--- src/rtl/rom_streamer_pkg.sv ---
// Shared types and widths for the ROM message streamer.
// State encoding plus the ROM address/data widths used by the parent wiring.
package rom_streamer_pkg;

  localparam int ADDR_W = 9;
  localparam int DATA_W = 8;

  typedef enum logic [1:0] {
    ST_IDLE  = 2'd0,
    ST_FETCH = 2'd1,
    ST_LOAD  = 2'd2,
    ST_SEND  = 2'd3
  } state_t;

endpackage

--- src/rtl/rom_streamer.sv ---
// Streams MSG_LEN bytes from an external sync-read ROM; first byte valid 3 edges after start, 1 byte/3 cycles.
// Backpressure: o_data/o_valid hold while i_ready is low; i_start is ignored until the block is idle again.
module rom_streamer
  import rom_streamer_pkg::*;
#(
  parameter int MSG_LEN = 16
) (
  input  logic              clk,
  input  logic              rst_n,
  input  logic              i_start,
  output logic [ADDR_W-1:0] o_addr,
  input  logic [DATA_W-1:0] i_rom_data,
  output logic              o_valid,
  input  logic              i_ready,
  output logic [DATA_W-1:0] o_data,
  output logic              o_busy,
  output logic              o_done
);

  localparam logic [ADDR_W-1:0] LAST_IDX = ADDR_W'(MSG_LEN - 1);

  state_t state;
  logic   xfer;

  assign xfer = o_valid & i_ready;

  always_ff @(posedge clk or negedge rst_n) begin
    if (!rst_n) begin
      state   <= ST_IDLE;
      o_addr  <= '0;
      o_data  <= '0;
      o_valid <= 1'b0;
      o_busy  <= 1'b0;
      o_done  <= 1'b0;
    end else begin
      o_done <= 1'b0;
      case (state)
        ST_IDLE: begin
          if (i_start) begin
            o_addr <= '0;
            o_busy <= 1'b1;
            state  <= ST_FETCH;
          end
        end
        // ROM samples o_addr on the edge leaving FETCH, data arrives during LOAD
        ST_FETCH: state <= ST_LOAD;
        ST_LOAD: begin
          o_data  <= i_rom_data;
          o_valid <= 1'b1;
          state   <= ST_SEND;
        end
        ST_SEND: begin
          if (xfer) begin
            o_valid <= 1'b0;
            // the last index stops the stream, so the address never wraps past 511
            if (o_addr == LAST_IDX) begin
              o_busy <= 1'b0;
              o_done <= 1'b1;
              state  <= ST_IDLE;
            end else begin
              o_addr <= o_addr + 1'b1;
              state  <= ST_FETCH;
            end
          end
        end
        default: state <= ST_IDLE;
      endcase
    end
  end

endmodule

--- config.mk ---
export PLATFORM = sky130hd
export DESIGN_NAME = rom_streamer
export DESIGN_NICKNAME = d
export VERILOG_FILES = /design/src/rtl/rom_streamer_pkg.sv /design/src/rtl/rom_streamer.sv
export SDC_FILE = /design/constraint.sdc
export NUM_CORES = 1
export LEC_CHECK = 0
export CORE_AREA = 5 5 53 101
export CTS_CLUSTER_DIAMETER = 120
export DETAILED_ROUTE_END_ITERATION = 16
export DIE_AREA = 0 0 58 106
export PLACE_DENSITY = 0.55
export SYNTH_ARGS = -nofsm -noshare
export SYNTH_HDL_FRONTEND = slang
export SYNTH_SLANG_ARGS = --single-unit
--- constraint.sdc ---
create_clock -name clk -period 4 [get_ports clk]
set_clock_uncertainty 0.15 [all_clocks]
set_input_delay 0.4 -clock clk [delete_from_list [all_inputs] [get_ports clk]]
set_output_delay 0.4 -clock clk [all_outputs]
set_load 0.02 [all_outputs]
Yosys cells after proc, flatten, opt, wreduce, memory -nomap -nowiden
Index checks and enable logic that the tools add are counted.
W data, S select, Z words.
{ "word_totals": {"regBits": 22, "out_inout_bits": 20, "elab_cells": 40, "in_bits": 12} }
{ "classes": {"n_reduce_logical": 7, "bitwise": 1, "n_mux": 17, "addsub": 1, "n_eq_ne": 8} }
{ "ops": {"columns": ["cell", "n"], "rows": [
  ["$mux W9", 3],
  ["$pmux W9 S2", 1],
  ["$add A9 B1 Y9 const B", 1],
  ["$eq A9 B4 Y1 const B", 1],
  ["$mux W1", 8],
  ["$ne A2 B2 Y1 const B", 4],
  ["$pmux W2 S4", 1],
  ["$reduce_and A4 Y1", 2],
  ["$eq A2 B2 Y1 const B", 2],
  ["$mux W2", 2],
  ["$pmux W1 S2", 2],
  ["$reduce_and A2 Y1", 2],
  ["$reduce_bool A2 Y1", 2],
  ["$eq A2 B1 Y1 const B", 1],
  ["$logic_not A2 Y1", 1],
  ["$and A1 B1 Y1", 1]
]} }

Logic depth before layout (Yosys ltp)
{ "depth": {"depth_word": 4, "ltp_mapped": 6, "ltp_nobuf": 6} }

Worst setup path before layout
No wires, ideal clock.
{ "synth_timing": {"path_kind": "reg-to-reg", "start": "register o_addr[5]", "end": "register o_addr[7]", "path_buffers": 1, "setup_ps": 144, "t_required_ps": 3706, "path_stages_with_launch": 6, "slack_ps": 2009, "arrival_ps": 1697, "cell_sequence": "dfrtp_1 -> or4_1 -> or3_1 -> buf_6 -> nand2_1 -> o221ai_1"} }
{ "synth_via": {"elab_chain_cells": 4, "elab_cells_between_ends": 7} }
{ "synth_rtl": {"columns": ["item", "line_no", "text"], "rows": [
  ["from (decl)", "rom_streamer.sv:11", "output logic [ADDR_W-1:0] o_addr,"],
  ["from (signal assigned)", "rom_streamer.sv:61", "o_addr <= o_addr + 1'b1;"],
  ["$add A9 B1 Y9", "rom_streamer.sv:61", null],
  ["$mux W9", "rom_streamer.sv:56", "if (o_addr == LAST_IDX) begin"],
  ["$mux W9", "rom_streamer.sv:53", "if (xfer) begin"],
  ["$pmux W9 S2", "rom_streamer.sv:37", "case (state)"]
]} }
Several ways; a longest one is shown, not always the timed one. The select of a mux whose other input is x is not followed.
A chain may end at the register's enable or synchronous reset.

Final worst setup path
{ "layout_timing": {"start": "register state[1]", "end": "register o_addr[7]"} }
{ "layout_via": {"elab_chain_cells": 3, "elab_cells_between_ends": 8} }
{ "layout_rtl": {"columns": ["item", "line_no", "text"], "rows": [
  ["from (decl)", "rom_streamer.sv:22", "state_t state;"],
  ["from (signal assigned)", "rom_streamer.sv:29", "state <= ST_IDLE;"],
  ["from (signal assigned)", "rom_streamer.sv:42", "state <= ST_FETCH;"],
  ["from (signal assigned)", "rom_streamer.sv:46", "ST_FETCH: state <= ST_LOAD;"],
  ["$eq A2 B2 Y1 / $logic_not A2 Y1 (equally long branches)", "rom_streamer.sv:37", null],
  ["$ne A2 B2 Y1 (no line) / $reduce_bool A2 Y1 (equally long branches)", null, null],
  ["$reduce_and A4 Y1 (no line)", null, null]
]} }
Several ways; a longest one is shown, not always the timed one.

==> impl_metrics.json <==
{
  "wl_mm": 2.74,
  "synth_cell_types": 30,
  "ys_ff_latch": 22,
  "start_util_pct": 23.6,
  "power_frac_comb_pct": 48.2,
  "maxCapViolations": 0,
  "max_freq_ghz": 0.437,
  "p_total_mw": 0.965,
  "cp_max_fo": 14,
  "syn_avg_cell_area_sq_um": 10.5,
  "vias": 912,
  "grt.overflow.total": 0,
  "dr.pass1.iters": 4,
  "htree_num_levels": 1,
  "die_h_microns": 106,
  "fin_util_pct": 32.7,
  "track_usage_pct": 9.59,
  "hp-class": "reg -> reg",
  "seq_area_frac_synth_pct": 51.2,
  "die_area_sq_um": 6150,
  "post_cts_resized": 0,
  "cellPowerDensity_nw_per_um2": 647,
  "cts_hold_buf": 0,
  "fillers": 499,
  "place_hpwl_mm": 2.17,
  "fin_tns_setup_ns": 0,
  "drive_gt1_share_pct": 11.2,
  "die_width_microns": 58,
  "grt_pass1_vias": 1041,
  "grt_max_degree": 23,
  "area_growth_pct": 38.6,
  "fin_nets": 152,
  "rsz0062_at_grt": "no",
  "tightest_slew_ns": 1.01,
  "grt_pass1_wl_mm": 4.63,
  "cp.arrival_ns": 2.26,
  "hold_violations": 0,
  "cts_root_buf": "clkbuf_8",
  "core_region_area_sq_um": 4550,
  "post_cts_buffers": 0,
  "port_buffers": 31,
  "antenna_found_initial": 0,
  "synth_nets": 119,
  "cts_tree": "yes",
  "drt_iter0_drc": 16,
  "worstSetupPathType": "reg -> reg",
  "p_leak_nw": 0.621,
  "cts_sinks": 22,
  "clk_latency_ns": 0.26,
  "avgRoutedWirePerCell_microns": 14.5,
  "drc": 0,
  "gp_congestion": 0.707,
  "yosysWarnings": 0,
  "setup_viol_count_final": 0,
  "outcome": "finished clean",
  "finalCritPeriodShare_pct": 57.3,
  "drtAntennaViolNets": 0,
  "drt-vias-per-instance": 4.83,
  "clkPwrFrac_pct": 16.7,
  "drv_slew": 0,
  "cp.required_ns": 3.97,
  "synth_area_sq_um": 1080,
  "fin_crit_ns": 2.29,
  "io_pins": 32,
  "cts_buffers": 3,
  "postSynthCellCount": 102,
  "relSlewSlack_pct": 32.3,
  "ir_drop_uv": 367,
  "path_clk_slew_ns": 0.08,
  "diodes": 0,
  "critical_path.startpoint_type": "flip-flop",
  "internal_power_mw": 0.592,
  "power_frac_seq_pct": 35.1,
  "sw_frac_of_total_pct": 38.6,
  "power_switching_mw": 0.372,
  "core.rowCount": 35,
  "critPathCaptureType": "flip-flop",
  "clockBufferDepth": 2
}
[routing by layer]
layer / part of all wire [%] / vias up / wire length (microns) / GRT usage [%]
met5: 0 / - / 0 / 0
met4: 1.9 / 0 / 53 / 3.81
met3: 7.4 / 8 / 203 / 3.28
met2: 56 / 35 / 1540 / 17.9
met1: 35 / 434 / 947 / 9.15
li1: - / 435 / - / -
[registers in the layout (all words and copies together), names as in the netlist]
signal	count
o_data	8
o_valid	1
o_busy	1
o_done	1
o_addr	9
state	2
[cell usage after synthesis]
cell | instances | area, sq um
mux2_2 | 8 | 90.1
o22ai_1 | 1 | 6.26
inv_1 | 5 | 18.8
nor2_2 | 1 | 6.26
nor3_1 | 2 | 10.0
and2_1 | 1 | 6.26
o211ai_1 | 1 | 7.51
a21oi_1 | 2 | 10.0
nand4_1 | 2 | 12.5
nand3_1 | 7 | 35.0
o221ai_1 | 1 | 8.76
buf_6 | 1 | 11.3
or3_1 | 1 | 6.26
nand2_1 | 7 | 26.3
o21ai_1 | 2 | 10.0
and3_1 | 3 | 18.8
nand2b_1 | 3 | 18.8
nor2b_1 | 1 | 6.26
or4_1 | 1 | 7.51
o21ai_0 | 5 | 25.0
dfrtp_1 | 22 | 551
a211o_2 | 1 | 10.0
clkbuf_1 | 2 | 7.51
a32oi_1 | 1 | 8.76
nor2_1 | 5 | 18.8
ha_1 | 5 | 62.6
mux2i_1 | 1 | 10.0
a31oi_1 | 8 | 50.1
and3_2 | 1 | 7.51
o41ai_1 | 1 | 8.76
[through the flow]
stage	instance area (sq um)	cells	hold WS [ns]	setup slack (ns)
3_5_place_dp	1440	185	0.347	1.64
2_1_floorplan	1080	102	-0.0456	2.01
6_report	1490	189	0.360	1.71
4_1_cts	1490	189	0.367	1.73
3_3_place_gp	1440	185	0.344	1.67
5_1_grt	1490	189	0.403	1.63
[worst max-delay path: stages (launching register included)]
cell and delay, ns:
dfrtp_1 0.40, ha_1 0.47, nor2_1 0.08, a211o_2 0.33
a31oi_1 0.52, o221ai_1 0.19
[area by class of cell]
cell class | instances | area (sq um) | share of cell area, %
Multi-Input combinational cell | 72 | 488 | 32.7
Inverter | 5 | 18.8 | 1.26
Timing Repair Buffer | 31 | 310 | 20.8
Clock buffer | 4 | 55.1 | 3.69
Sequential cell | 22 | 551 | 36.9
Tap cell | 55 | 68.8 | 4.61
[logic make-up (layout without fill, tap and decap cells)]
| kind of cell | count (synthesis) | after routing | share of synthesized area [%] |
|---|---|---|---|
| simple gates | 35 | 35 | 16.7 |
| compound gates | 23 | 23 | 13.5 |
| flops | 22 | 22 | 51.2 |
| mux | 9 | 9 | 9.30 |
| buf+inv | 8 | 40 | 3.49 |
| fa+ha+maj | 5 | 5 | 5.81 |
[final timing paths]
path | end | start | slack, ns | depth (start not counted)
worst max-delay path | o_addr[7] | state[1] | 1.71 | 5
worst min-delay path | o_busy | o_busy | 0.36 | 2
worst max register to register | o_addr[7] | state[1] | 1.71 | 5
worst min register to register | o_busy | o_busy | 0.36 | 2
max in group asynchronous | o_addr[6] | rst_n | 2.55 | 1
min in group asynchronous | o_data[7] | rst_n | 0.54 | 1
[power groups by stage]
stage / clock network [mW] / registers [mW] / logic (mW)
floorplan: 0 / 0.404 / 0.215
global placement: 0 / 0.339 / 0.454
detailed placement: 0 / 0.343 / 0.467
CTS: 0.165 / 0.340 / 0.471
global route: 0.176 / 0.350 / 0.506
finish: 0.161 / 0.339 / 0.465
[placed cells by master, fill, tap and decap left out]
cell type | netlist | final
clkdlybuf4s50_1 | 0 | 31
dfrtp_1 | 22 | 22
a31oi_1 | 8 | 8
mux2_2 | 8 | 8
nand3_1 | 7 | 7
nand2_1 | 7 | 7
inv_1 | 5 | 5
nor2_1 | 5 | 5
o21ai_0 | 5 | 5
ha_1 | 5 | 5
clkbuf_8 | 0 | 4
and3_1 | 3 | 3
nand2b_1 | 3 | 3
nand4_1 | 2 | 2
nor3_1 | 2 | 2
o21ai_1 | 2 | 2
a21oi_1 | 2 | 2
or4_1 | 1 | 1
or3_1 | 1 | 1
nor2b_1 | 1 | 1
a211o_2 | 1 | 1
and3_2 | 1 | 1
nor2_2 | 1 | 1
o211ai_1 | 1 | 1
o22ai_1 | 1 | 1
and2_1 | 1 | 1
o41ai_1 | 1 | 1
mux2i_1 | 1 | 1
a32oi_1 | 1 | 1
o221ai_1 | 1 | 1
Note: power is estimated with default switching activity, not from simulation.
